File: config.mk
export PLATFORM = sky130hd
export DESIGN_NAME = uart_rx
export DESIGN_NICKNAME = d
export VERILOG_FILES = /design/src/rtl/uart_pkg.sv /design/src/rtl/sync_2ff.sv /design/src/rtl/uart_rx.sv
export SDC_FILE = /design/constraint.sdc
export NUM_CORES = 1
export LEC_CHECK = 0
export ABC_AREA = 1
export BUFFER_PORTS_ARGS = -buffer_cell sky130_fd_sc_hd__clkbuf_2
export CAP_MARGIN = 0
export CORE_MARGIN = 2
export CORE_UTILIZATION = 50
export DETAILED_ROUTE_END_ITERATION = 6
export PLACE_DENSITY_LB_ADDON = 0.25
export SYNTH_ARGS = -nofsm -noshare
export SYNTH_HDL_FRONTEND = slang
export SYNTH_SLANG_ARGS = --single-unit
export TNS_END_PERCENT = 30
File: constraint.sdc
create_clock -name CLK -period 1.75 [get_ports CLK]
set_clock_uncertainty 0.15 [all_clocks]
set_input_delay 0.0875 -clock CLK [delete_from_list [all_inputs] [get_ports CLK]]
set_output_delay 0.0875 -clock CLK [all_outputs]
set_load 0.02 [all_outputs]
File: src/rtl/uart_pkg.sv
// Shared constants and FSM state encoding for the UART receiver.
package uart_pkg;
    localparam int DEF_DATA_BITS = 8;
    localparam int DEF_OSR       = 16;

    typedef enum logic [2:0] {
        ST_IDLE   = 3'd0,
        ST_START  = 3'd1,
        ST_DATA   = 3'd2,
        ST_PARITY = 3'd3,
        ST_STOP   = 3'd4
    } state_e;
endpackage

File: src/rtl/sync_2ff.sv
// Two-flop synchronizer for an asynchronous single-bit input; both flops reset to RST_VAL.
module sync_2ff #(
    parameter logic RST_VAL = 1'b1
) (
    input  logic clk_i,
    input  logic rst_i,
    input  logic d_i,
    output logic q_o
);
    logic meta_q, sync_q;

    always_ff @(posedge clk_i) begin
        if (rst_i) begin
            meta_q <= RST_VAL;
            sync_q <= RST_VAL;
        end else begin
            meta_q <= d_i;
            sync_q <= meta_q;
        end
    end

    assign q_o = sync_q;
endmodule

File: src/rtl/uart_rx.sv
// Oversampling UART receiver: start-bit glitch reject, optional parity, single-entry
// holding register with overrun detection.
module uart_rx
    import uart_pkg::*;
#(
    parameter int DATA_BITS  = DEF_DATA_BITS,
    parameter int OSR        = DEF_OSR,
    parameter bit PARITY_EN  = 1'b0,
    parameter bit PARITY_ODD = 1'b0
) (
    input  logic                 CLK,
    input  logic                 RST,
    input  logic                 SAMPLE_TICK,
    input  logic                 RX,
    output logic [DATA_BITS-1:0] RX_DATA,
    output logic                 RX_VALID,
    input  logic                 RX_ACK,
    output logic                 FRAME_ERR,
    output logic                 PARITY_ERR,
    output logic                 OVERRUN
);
    localparam int TCW = $clog2(OSR);
    localparam int BCW = $clog2(DATA_BITS + 1);

    logic                 rxs, rxs_prev_q;
    state_e               state_q, state_d;
    logic [TCW-1:0]       tick_q, tick_d;
    logic [BCW-1:0]       bit_q, bit_d;
    logic [DATA_BITS-1:0] shift_q, shift_d;
    logic                 par_err_q, par_err_d;
    logic [DATA_BITS-1:0] data_q, data_d;
    logic                 valid_q, valid_d;
    logic                 ferr_q, ferr_d;
    logic                 perr_q, perr_d;
    logic                 ovr_q, ovr_d;

    logic tick_mid, tick_end, stop_smp, accept, blocked;

    sync_2ff #(.RST_VAL(1'b1)) u_sync (
        .clk_i (CLK),
        .rst_i (RST),
        .d_i   (RX),
        .q_o   (rxs)
    );

    assign tick_mid = (tick_q == TCW'(OSR/2 - 1));
    assign tick_end = (tick_q == TCW'(OSR - 1));

    always_ff @(posedge CLK) begin
        if (RST) begin
            rxs_prev_q <= 1'b1;
            state_q    <= ST_IDLE;
            tick_q     <= '0;
            bit_q      <= '0;
            shift_q    <= '0;
            par_err_q  <= 1'b0;
            data_q     <= '0;
            valid_q    <= 1'b0;
            ferr_q     <= 1'b0;
            perr_q     <= 1'b0;
            ovr_q      <= 1'b0;
        end else begin
            rxs_prev_q <= rxs;
            state_q    <= state_d;
            tick_q     <= tick_d;
            bit_q      <= bit_d;
            shift_q    <= shift_d;
            par_err_q  <= par_err_d;
            data_q     <= data_d;
            valid_q    <= valid_d;
            ferr_q     <= ferr_d;
            perr_q     <= perr_d;
            ovr_q      <= ovr_d;
        end
    end

    always_comb begin
        state_d   = state_q;
        tick_d    = tick_q;
        bit_d     = bit_q;
        shift_d   = shift_q;
        par_err_d = par_err_q;
        case (state_q)
            // Edge-triggered start: a line held low after a break never retriggers.
            ST_IDLE: if (rxs_prev_q && !rxs) begin
                state_d   = ST_START;
                tick_d    = '0;
                bit_d     = '0;
                par_err_d = 1'b0;
            end
            ST_START: if (SAMPLE_TICK) begin
                if (tick_mid) begin
                    tick_d  = '0;
                    state_d = rxs ? ST_IDLE : ST_DATA;
                end else begin
                    tick_d = tick_q + TCW'(1);
                end
            end
            ST_DATA: if (SAMPLE_TICK) begin
                if (tick_end) begin
                    tick_d  = '0;
                    shift_d = {rxs, shift_q[DATA_BITS-1:1]};
                    if (bit_q == BCW'(DATA_BITS - 1)) begin
                        bit_d   = '0;
                        state_d = PARITY_EN ? ST_PARITY : ST_STOP;
                    end else begin
                        bit_d = bit_q + BCW'(1);
                    end
                end else begin
                    tick_d = tick_q + TCW'(1);
                end
            end
            ST_PARITY: if (SAMPLE_TICK) begin
                if (tick_end) begin
                    tick_d    = '0;
                    par_err_d = rxs ^ (^shift_q) ^ PARITY_ODD;
                    state_d   = ST_STOP;
                end else begin
                    tick_d = tick_q + TCW'(1);
                end
            end
            ST_STOP: if (SAMPLE_TICK) begin
                if (tick_end) begin
                    tick_d  = '0;
                    state_d = ST_IDLE;
                end else begin
                    tick_d = tick_q + TCW'(1);
                end
            end
            default: state_d = ST_IDLE;
        endcase
    end

    always_comb begin
        stop_smp = (state_q == ST_STOP) && SAMPLE_TICK && tick_end;
        accept   = stop_smp && rxs && !par_err_q;
        blocked  = valid_q && !RX_ACK;
        data_d   = data_q;
        valid_d  = valid_q;
        ferr_d   = stop_smp && !rxs;
        perr_d   = stop_smp && rxs && par_err_q;
        ovr_d    = accept && blocked;
        // A read strobe in the acceptance cycle frees the slot for the new frame.
        if (accept && !blocked) begin
            data_d  = shift_q;
            valid_d = 1'b1;
        end else if (RX_ACK) begin
            valid_d = 1'b0;
        end
    end

    assign RX_DATA    = data_q;
    assign RX_VALID   = valid_q;
    assign FRAME_ERR  = ferr_q;
    assign PARITY_ERR = perr_q;
    assign OVERRUN    = ovr_q;
endmodule

; ---- Yosys cells after proc, flatten, opt, wreduce, memory -nomap -nowiden
; Cells that the tools add are included.
; W data, S select, Z words.
[classes]
n_mux = 28
reduce_logical = 26
n_bitwise = 1
n_addsub = 2
n_eq_ne = 18
[op_table]
columns = op, n
row1 = $mux W4, 8
row2 = $mux W3, 10
row3 = $ne A2 B2 Y1 const B, 10
row4 = $pmux W3 S5, 1
row5 = $pmux W4 S3, 1
row6 = $reduce_and A4 Y1, 3
row7 = $logic_and A1 B1 Y1, 10
row8 = $reduce_and A10 Y1, 1
row9 = $add A4 B1 Y4 const B, 2
row10 = $eq A4 B3 Y1 const B, 2
row11 = $pmux W4 S2, 1
row12 = $reduce_xor A8 Y1, 1
row13 = $eq A3 B2 Y1 const B, 2
row14 = $reduce_bool A2 Y1, 3
row15 = $mux W1, 5
row16 = $eq A4 B4 Y1 const B, 1
row17 = $logic_not A1 Y1, 4
row18 = $eq A3 B1 Y1 const B, 1
row19 = $eq A3 B3 Y1 const B, 1
row20 = $logic_not A3 Y1, 1
row21 = $reduce_and A3 Y1, 1
row22 = $reduce_bool A3 Y1, 1
row23 = $reduce_or A3 Y1, 1
row24 = $mux W2, 1
row25 = other kinds (3), 3
[totals]
out_inout_bits = 12
regBits = 35
wordCells = 88

; ---- Longest topological paths before layout
; Gate-level depths: netlist of the first run.
[logic_depth]
ltp_word = 7
depth_mapped = 10

; ---- Cells and area by module
; A second synthesis of the first run with hierarchy kept.
[unflattened]
hier_cells = 253
area_unflattened_um2 = 1721.7
[by_module_without_submodules]
columns = mod, cells_each, area_per_inst_um2, seq_area_each_um2, instances
row1 = uart_rx, 246, 1662.8, 660.6, 1
row2 = sync_2ff, 7, 58.8, 40.0, 1

; ---- Worst setup path after synthesis of the first run
; No wires, ideal clock.
[synth_path]
path_type = reg-to-reg
start = register tick_q[0]
end = register data_q[1] (netlist: RX_DATA[1])
path_buffers = 1
path_stages_with_launch = 10
t_required_ps = 1487
path_slack_ps = 164
t_arrival_ps = 1324
path_cell_list = dfxtp_1 -> ha_1 -> nand2_1 -> inv_2 -> nand3_4 -> nor2_4 -> nand4_4 -> buf_6 -> nor2_1 -> nor2_1
[synth_between]
elab_chain_len = 5
[synth_rtl]
columns = element, line
row1 = "start, declared", uart_rx.sv:27  ; logic [TCW-1:0] tick_q, tick_d;
row2 = "start signal, assigned", uart_rx.sv:65  ; tick_q <= tick_d;
row3 = $eq A4 B4 Y1, uart_rx.sv:47  ; assign tick_end = (tick_q == TCW'(OSR - 1));
row4 = $logic_and A1 B1 Y1, uart_rx.sv:135  ; stop_smp = (state_q == ST_STOP) && SAMPLE_TICK && tick_end;
row5 = $logic_and A1 B1 Y1 (2 in a row), uart_rx.sv:136  ; accept = stop_smp && rxs && !par_err_q;
row6 = $logic_and A1 B1 Y1, uart_rx.sv:144  ; if (accept && !blocked) begin
row7 = "end signal, assigned", uart_rx.sv:69  ; data_q <= data_d;
row8 = "end, declared", uart_rx.sv:31  ; logic [DATA_BITS-1:0] data_q, data_d;
; Every way passes these cells.
; A chain may end at the register's enable or synchronous reset.

; ---- Final worst setup path of the first run
[layout_path]
start = register tick_q[0]
end = register data_q[2] (netlist: RX_DATA[2])
; The elaborated chain is that of the path after synthesis.

==> results.cfg, run 1 <==
[sta]
fin_crit_sh_pct = 94.4
layout_setup_ws_ns = 0.0986
worst_pin_slew_ns = 0.301
max_slew_margin_pct = 79.9
maxSlewViolCount = 0
rsz0062_at_grt = true
post-route-min-period_ns = 1.65
max_freq_mhz = 606
hold_violations = 0
holdWs_ns = 0.259
finalSetupViolations = 0

[die]
die_area_um2 = 4190
pin_count = 17
start_util_pct = 51.1
core-area_um2 = 3610
rows = 22
die_h_um = 64.7
die_w_um = 64.7

[clocking]
htreeDepth = 2
numCtsBuffers = 5
clockRootBuffer = clkbuf_8
cts.clk_slew.worst_paths_ns = 0.07
cts_tree = done
clock-sinks = 35
clk_latency_ns = 0.29
cts_buffer_depth = 2

[critical_path]
cp.arrival_ns = 1.73
timing.rr.end = RX_DATA[2]$_SDFFE_PP0P_
cpLargestDelayFamily = simple AND/OR/NAND/NOR gates
worst-path-max-fanout = 8
critical_path_buf_inv_count = 2
startpoint_type = flop
worstSetupEndpointType = flop
cp-startpoint = tick_q[0]$_SDFFE_PP0P_
critPathMaxStageDelay_ns = 0.37
worstRegToRegCells = 10
cp.depth = 10
crit_path_end = RX_DATA[2]$_SDFFE_PP0P_
path_common_cell = nand2_1
worst_ep_required_time_ns = 1.83
critPathKind = reg2reg
cp_cell_sequence = ha_4 > nand2_2 > inv_2 > nand3_4 > nor2_4 > buf_12 > nand4_4 > nand2_1 > nand2_1 > nor2_1
timing.rr.start = tick_q[0]$_SDFFE_PP0P_
critical_path.slowest_cell = dfxtp_4
r2r_slack_ns = 0.1

[route]
postRouteAntennaNets = 0
drt_first_iter_violations = 95
vias = 1731
via_per_inst = 4.77
totalWireLength_um = 3900
wire_per_inst_um = 10.8
drc = 0
first_pass_iters = 4

[global_route]
grt_max_degree = 18
grt_overflow_total = 0
use_met2_pct = 33.1
grt_use_met3_pct = 5.38
antenna_found_initial = 0
track_usage_pct = 19.1
grtUsageMet1_pct = 22.6
grt_pass1_wl_um = 6260
grt-busiest-layer = met2
first_global_vias = 1533

[power_and_ir_drop]
p_leak_nw = 1.15
max-vdd-ir-drop_uv = 796
cellPowerDensity_nw_per_um2 = 1020

[yosys]
ys_seq_area_share_pct = 38.0
syn-num-nets = 288
syn_area_um2 = 1840
synth_xor_area_share_pct = 0.475
synth_top_family_by_area = simple AND/OR/NAND/NOR gates
yosysUniqueCellTypes = 27
synth_seq_cells = 35
synthAdderAreaFrac_pct = 1.36
synthCells = 281
synth-simple-area-share_pct = 41.0
synth_compound_area_share_pct = 9.36
synth_mux_area_share_pct = 0
yosysWarnings = 0
avgSynthCellArea_um2 = 6.56

[finish]
fill_cells = 334
final_cell_mix = nand2_1 (75), nor2_1 (46), inv_1 (34), dfxtp_1 (33), o21ai_0 (17)
fin_area_um2 = 2300
finish.utilization_pct = 63.8
area_growth_pct = 24.8
final_nets = 321
drive_above_1_share_pct = 21.3
diodes = 0
final_common_cell = nand2_1

[min_path]
hold_path.class = reg2reg

[placement]
hpwl_um = 2680
place_ws_ns = 0.0806
place_congestion = 0.841
placed_cell_area_um2 = 2000
io_buffers = 16

[run]
drv_cap = 0

[run_status]
status = finished, final reports clean
[layer usage]
| layer | part of all wire, % | vias to the layer above | wire length (µm) |
|---|---|---|---|
| met1 | 45 | 756 | 1770 |
| met5 | 0 | - | 0 |
| li1 | - | 941 | - |
| met4 | 1.9 | 0 | 74 |
| met2 | 50 | 22 | 1950 |
| met3 | 2.9 | 12 | 112 |
[cell usage after synthesis]
library cell | instances | area (µm²)
nand2_1 | 83 | 312
nor2_1 | 48 | 180
dfxtp_1 | 35 | 701
inv_1 | 35 | 131
o21ai_0 | 17 | 85.1
a21oi_1 | 15 | 75.1
nand3_1 | 12 | 60.1
nand4_1 | 4 | 25.0
inv_2 | 3 | 11.3
nand2_2 | 3 | 18.8
nor2_4 | 3 | 33.8
nor3_1 | 3 | 15.0
buf_6 | 2 | 22.5
clkbuf_1 | 2 | 7.51
ha_1 | 2 | 25.0
nor2_2 | 2 | 12.5
or2_2 | 2 | 12.5
buf_4 | 1 | 7.51
nand2_4 | 1 | 11.3
nand3_2 | 1 | 10.0
nand3_4 | 1 | 17.5
nand3b_1 | 1 | 7.51
nand4_4 | 1 | 21.3
nor2_8 | 1 | 20.0
o21a_1 | 1 | 7.51
o21ai_1 | 1 | 5.00
xnor2_1 | 1 | 8.76
[power by group]
part | switching [mW] | total [mW] | internal (mW)
Combinational | 0.372 | 0.567 | 0.195
Clock | 0.290 | 0.860 | 0.569
Sequential | 0.0691 | 0.924 | 0.855
Total | 0.731 | 2.35 | 1.62
[area by class of cell]
class / instances / area, µm² / area share, %
repair buffers: 30 / 233 / 10.1
clock buffers: 6 / 72.6 / 3.15
flip-flops and latches: 35 / 708 / 30.8
multi-input cells: 204 / 1030 / 44.6
inverters: 38 / 143 / 6.20
well taps: 48 / 60.1 / 2.61
clock inverters: 2 / 60.1 / 2.61
[worst min-delay path by stage]
| stage | from | end | slack, ns | cells past startpoint |
|---|---|---|---|---|
| after floorplan | RX | u_sync.meta_q$_SDFF_PP1_ | 0.04 | 1 |
| after global placement | RX | u_sync.meta_q$_SDFF_PP1_ | 0.12 | 2 |
| after detailed placement | RX | u_sync.meta_q$_SDFF_PP1_ | 0.13 | 2 |
| after CTS | u_sync.meta_q$_SDFF_PP1_ | u_sync.q_o$_SDFF_PP1_ | 0.26 | 1 |
| after global routing | u_sync.meta_q$_SDFF_PP1_ | u_sync.q_o$_SDFF_PP1_ | 0.29 | 1 |
| final | u_sync.meta_q$_SDFF_PP1_ | u_sync.q_o$_SDFF_PP1_ | 0.26 | 1 |
[what timing repair did]
action                                  in CTS  in global routing
setup buffers                                0                  4
gates resized for setup                      0                 19
hold buffers                                 4                  0
endpoints found under the setup margin       0                 15
hold endpoints to repair                     8                  0
[cells by family (layout without fill, tap and decap cells)]
logic type,count (synthesis),after routing
buffers and inverters,43,76
AO/OA/AOI/OAI,34,34
XOR/XNOR,1,1
flip-flops,35,35
adder cells (fa/ha/maj),2,2
AND/OR/NAND/NOR,166,167
[state kept, by name (all words and copies together), names as in the netlist, 3 cells and up]
signal / cells
bit_q: 4
tick_q: 4
shift_q: 8
RX_DATA: 8
state_q: 3
[metrics by stage]
step                      instances  total power, mW  TNS, ns
after global routing            363             2.49  -0.0462
final                           363             2.35        0
after detailed placement        346             1.46        0
after CTS                       358             2.33        0
after global placement          346             1.45        0
after floorplan                 281             1.36        0
Power figures use the tool's default switching activity.
==> run 2, diff against run 1 <==
Settings changed: REMOVE_ABC_BUFFERS set to 1.
==> results.cfg, run 2 (synthesis gave the netlist of run 1 again) <==
[critical_path]
critPathKind = reg2reg
cp_cell_sequence = ha_4 > nand2_2 > inv_2 > nand3_4 > nor2_4 > nand4_4 > nand2_2 > nand2_2 > nor2_2
path_common_cell = nand2_2
timing.rr.start = tick_q[1]$_SDFFE_PP0P_
worst_ep_required_time_ns = 1.82
cpLargestDelayFamily = simple AND/OR/NAND/NOR gates
worstSetupEndpointType = flop
worstRegToRegCells = 9
critical_path.slowest_cell = dfxtp_4
cp-startpoint = tick_q[1]$_SDFFE_PP0P_
startpoint_type = flop
cp.arrival_ns = 1.72
critPathMaxStageDelay_ns = 0.37
worst-path-max-fanout = 8
r2r_slack_ns = 0.09
critical_path_buf_inv_count = 1
timing.rr.end = RX_DATA[2]$_SDFFE_PP0P_

[die]
core-area_um2 = 3610
die_area_um2 = 4190
rows = 22
die_w_um = 64.7
pin_count = 17
die_h_um = 64.7
start_util_pct = 51.1

[finish]
final_common_cell = nand2_1
final_cell_mix = nand2_1 (78), nor2_1 (47), inv_1 (35), dfxtp_1 (33), o21ai_0 (17)
finish.utilization_pct = 61.8
fill_cells = 346
ff_latch_area_um2 = 708
multiInputGateArea_um2 = 1010
area_growth_pct = 20.8
drive_above_1_share_pct = 19.7
diodes = 0
final_nets = 321

[route]
via_per_inst = 4.83
first_pass_iters = 4
vias = 1753
postRouteAntennaNets = 0
drc = 0
drt_first_iter_violations = 98
totalWireLength_um = 3800
wire_per_inst_um = 10.5

[power_and_ir_drop]
cellPowerDensity_nw_per_um2 = 952
clkPwrFrac_pct = 29.8
power_mw = 2.12
switching_share_pct = 33.0
p_leak_nw = 1.13
p_switching_mw = 0.701
p_int_mw = 1.42
max-vdd-ir-drop_uv = 618
pwr-share-seq_pct = 43.5
p_comb_share_pct = 26.7

[sta]
max_freq_mhz = 604
hold_violations = 0
post-route-min-period_ns = 1.66
rsz0062_at_grt = true
maxSlewViolCount = 0
worst_pin_slew_ns = 0.321
max_slew_margin_pct = 78.6
fin_crit_sh_pct = 94.6
finalSetupViolations = 0

[global_route]
track_usage_pct = 20.5
grt_overflow_total = 0
first_global_vias = 1635
grt_pass1_wl_um = 6760
grt_max_degree = 17
antenna_found_initial = 0

[placement]
io_buffers = 16
hpwl_um = 2640
place_congestion = 0.904

[min_path]
hp-start = SAMPLE_TICK
hold_path_end = FRAME_ERR$_SDFF_PP0_
hold_path.class = in2reg
hold-path-cell-count = 4

[clocking]
htreeDepth = 2
cts_buffer_depth = 2
clk_latency_ns = 0.28
numCtsBuffers = 5
cts_tree = done
clockRootBuffer = clkbuf_8
cts.clk_slew.worst_paths_ns = 0.07
clock-sinks = 35

[run_status]
status = finished, final reports clean

[run]
drv_cap = 0
[run 2: cell types whose count changed in the layout (fill, tap and decap cells not counted), moves of 2 or more]
cell,delta
buf_12,-2
buf_4,+3
bufinv_16,-2
clkbuf_8,+2
nand2_1,+3
nand2_2,-3
[run 2: timing repair]
action / CTS / global route
cloned: 0 / 1
setup endpoints to repair: 1 / 15
pin swaps: 0 / 4
gates resized for setup: 1 / 12
setup buffers: 0 / 4
hold buffers: 3 / 0
hold endpoints to repair: 7 / 0
[run 2: power groups by stage]
stage	sequential [mW]	combinational [mW]	clock, mW
after CTS	0.914	0.533	0.657
after global routing	0.930	0.667	0.689
after floorplan	0.918	0.434	0
after detailed placement	0.931	0.525	0
after global placement	0.928	0.523	0
final	0.924	0.566	0.632
[run 2: layout make-up]
cell class              instances  share of cell area [%]
well taps                      48                    2.70
repair buffers                 30                    9.21
inverters                      38                    6.40
clock buffers                   8                    4.49
flip-flops and latches         35                    31.8
multi-input cells             204                    45.4
[run 2: layer usage]
layer / track usage [%] / vias up / part of all wire, %
met5: 0 / - / 0
met4: 10.4 / 0 / 1.8
met3: 5.38 / 8 / 4.7
met2: 30.9 / 38 / 45
met1: 26.9 / 765 / 48
li1: - / 942 / -
[run 2: stage by stage]
stage	cell area (µm²)	hold slack (ns)	setup TNS, ns	instances	setup WS (ns)
after floorplan	1810	0.00657	0	276	0.214
after global placement	2010	0.122	0	347	0.0947
after detailed placement	2010	0.123	-0.00154	347	-0.00154
after CTS	2140	0.0192	0	358	0.0338
after global routing	2230	0.128	-0.0707	363	-0.0201
final	2230	0.121	0	363	0.0938
[run 2: worst min-delay path: stages]
cell	delay [ns]
clkbuf_2	0.12
nand3_4	0.14
buf_4	0.12
nor3_1	0.04
[run 2: worst max-delay path by stage]
stage | end | cells after the start
after floorplan | RX_DATA[0]$_SDFFE_PP0P_ | 8
after global placement | RX_DATA[5]$_SDFFE_PP0P_ | 8
after detailed placement | RX_DATA[2]$_SDFFE_PP0P_ | 9
after CTS | RX_DATA[2]$_SDFFE_PP0P_ | 9
after global routing | RX_DATA[4]$_SDFFE_PP0P_ | 8
final | RX_DATA[2]$_SDFFE_PP0P_ | 9
==> run 3, diff against run 2 <==
Settings changed: SYNTH_HIERARCHICAL set to 1.
==> results.cfg, run 3 <==
[finish]
final_nets = 291
diodes = 0
multiInputGateArea_um2 = 896
final_cell_mix = nand2_1 (80), dfxtp_1 (33), inv_1 (29), a21oi_1 (25), nor2_1 (17)
area_growth_pct = 18.5
final_common_cell = nand2_1
ff_latch_area_um2 = 703
drive_above_1_share_pct = 17.9
fill_cells = 312

[sta]
maxSlewViolCount = 0
finalSetupTns_ns = 0
max_freq_mhz = 622
layout_setup_ws_ns = 0.142
post-route-min-period_ns = 1.61
max_slew_margin_pct = 65.4
fin_crit_sh_pct = 91.9
worst_pin_slew_ns = 0.516
hold_violations = 0
rsz0062_at_grt = false
finalSetupViolations = 0

[yosys]
ys_seq_area_share_pct = 40.7
synth_edf_count = 0
yosys.area.top_type_share_pct = 40.7
synth_seq_cells = 35
avgSynthCellArea_um2 = 6.80
netlist_top_cells_area = dfxtp_1 (41%), nand2_1 (17%), a21oi_1 (7.3%), inv_1 (6.5%), nand3_1 (4.7%)
yosys.area.top_type = dfxtp_1
synth_most_common_cell = nand2_1
synth_async_sr_flop_share_pct = 0
yosysUniqueCellTypes = 25
syn_area_um2 = 1720
synth_common_cells = nand2_1 (80), dfxtp_1 (35), inv_1 (30), a21oi_1 (25), nor2_1 (17)
synthCells = 253
yosys_most_used_dff = dfxtp_1
yosysWarnings = 6

[die]
die_w_um = 62.7
pin_count = 17
rows = 21
core-area_um2 = 3310
die_area_um2 = 3930
start_util_pct = 52.0
die_h_um = 62.7

[min_path]
hp-start = u_sync/meta_q$_SDFF_PP1_
hold_path.class = reg2reg

[clocking]
htreeDepth = 2
cts_buffer_depth = 2
cts.clk_slew.worst_paths_ns = 0.11
numCtsBuffers = 5
clockRootBuffer = clkbuf_4
cts_tree = done
clock-sinks = 35
clk_latency_ns = 0.35

[route]
via_per_inst = 5.00
first_pass_iters = 5
vias = 1655
totalWireLength_um = 3510
postRouteAntennaNets = 0
wire_per_inst_um = 10.6
drc = 0
drt_first_iter_violations = 89

[global_route]
grt_pass1_wl_um = 6070
track_usage_pct = 19.5
grt_max_degree = 20
first_global_vias = 1410
antenna_found_initial = 0
grt_overflow_total = 0

[power_and_ir_drop]
max-vdd-ir-drop_uv = 385
p_leak_nw = 0.888
cellPowerDensity_nw_per_um2 = 963

[run_status]
status = finished, final reports clean

[placement]
hpwl_um = 2470
io_buffers = 16
place_congestion = 0.851
place_ws_ns = 0.0189

[critical_path]
startpoint_type = flop
worstSetupEndpointType = flop
worst-path-max-fanout = 6
critPathKind = reg2reg
timing.rr.start = state_q[1]$_SDFFE_PP0P_
worst_ep_required_time_ns = 1.84
cp-startpoint = state_q[1]$_SDFFE_PP0P_
cp.arrival_ns = 1.70

[run]
drv_cap = 0
run 3: changes by cell type in the layout (fill, tap and decap cells not counted), sizes merged, moves of 2 or more:
| cell | before | now |
|---|---|---|
| nor2 | 54 | 23 |
| buf | 11 | 7 |
| clkbuf | 24 | 22 |
| nand2 | 87 | 84 |
| inv | 38 | 32 |
| nand3 | 14 | 18 |
| clkinv | 0 | 3 |
| a21oi | 15 | 25 |
run 3: routing by layer:
layer	part of all wire, %	vias up	global-route usage, %
met2	46	31	31.7
met3	4.2	7	6.49
met4	1.6	0	7.50
met1	48	740	23.8
li1	-	877	-
met5	0	-	0
run 3: cells by family after synthesis:
group / after synthesis / share of synthesized area, %
and+or+nand+nor: 135 / 36.4
AOI/OAI and AO/OA: 43 / 12.5
buffers and inverters: 37 / 8.43
DFF: 35 / 40.7
adders and majority gates: 2 / 1.45
xor gates and xnor gates: 1 / 0.509
run 3: path summary, 6_finish.rpt:
kind / slack [ns] / endpoint / cells past startpoint
setup / recovery: 0.14 / bit_q[0]$_SDFFE_PP0P_ / 9
hold / removal: 0.27 / u_sync/q_o$_SDFF_PP1_ / 2
setup reg to reg: 0.14 / bit_q[0]$_SDFFE_PP0P_ / 9
hold reg to reg: 0.27 / u_sync/q_o$_SDFF_PP1_ / 2
run 3: timing repair:
action | CTS | global route
pin swaps | 0 | 1
endpoints found under the setup margin | 2 | 21
hold endpoints to repair | 16 | 0
buffers inserted | 1 | 2
hold buffers | 4 | 0
resized for setup | 0 | 7
run 3: power breakdown:
part / internal, mW / switching [mW] / leakage (nW) / total [mW]
clock: 0.155 / 0.282 / 0.0282 / 0.437
sequential: 0.858 / 0.0649 / 0.284 / 0.923
combinational: 0.218 / 0.387 / 0.575 / 0.605
total: 1.23 / 0.734 / 0.888 / 1.96
run 3: layout make-up:
cell class / count / share of cell area [%]
multi-input cells: 181 / 43.9
clock buffers: 6 / 2.02
clock inverters: 2 / 0.613
inverters: 34 / 6.50
flip-flops and latches: 35 / 34.5
repair buffers: 27 / 9.69
well taps: 46 / 2.82
run 3: critical path, cell delays in order (launching register included):
cell and delay, ns:
dfxtp_1 0.41, inv_2 0.08, nor2_2 0.15, inv_2 0.09
nor2_4 0.14, nand2_2 0.10, nand2_2 0.11, inv_1 0.08
o21ai_1 0.12, a21oi_1 0.06
run 3: stage by stage:
stage | instances | utilization, % | power [mW] | hold slack, ns | instance area, µm²
2_1_floorplan | 250 | - | 1.39 | 0.00657 | 1710
3_3_place_gp | 316 | 57.1 | 1.50 | 0.109 | 1890
3_5_place_dp | 316 | 57.1 | 1.50 | 0.115 | 1890
4_1_cts | 329 | 60.5 | 1.94 | 0.272 | 2000
5_1_grt | 331 | 61.6 | 2.10 | 0.290 | 2040
6_report | 331 | 61.6 | 1.96 | 0.268 | 2040
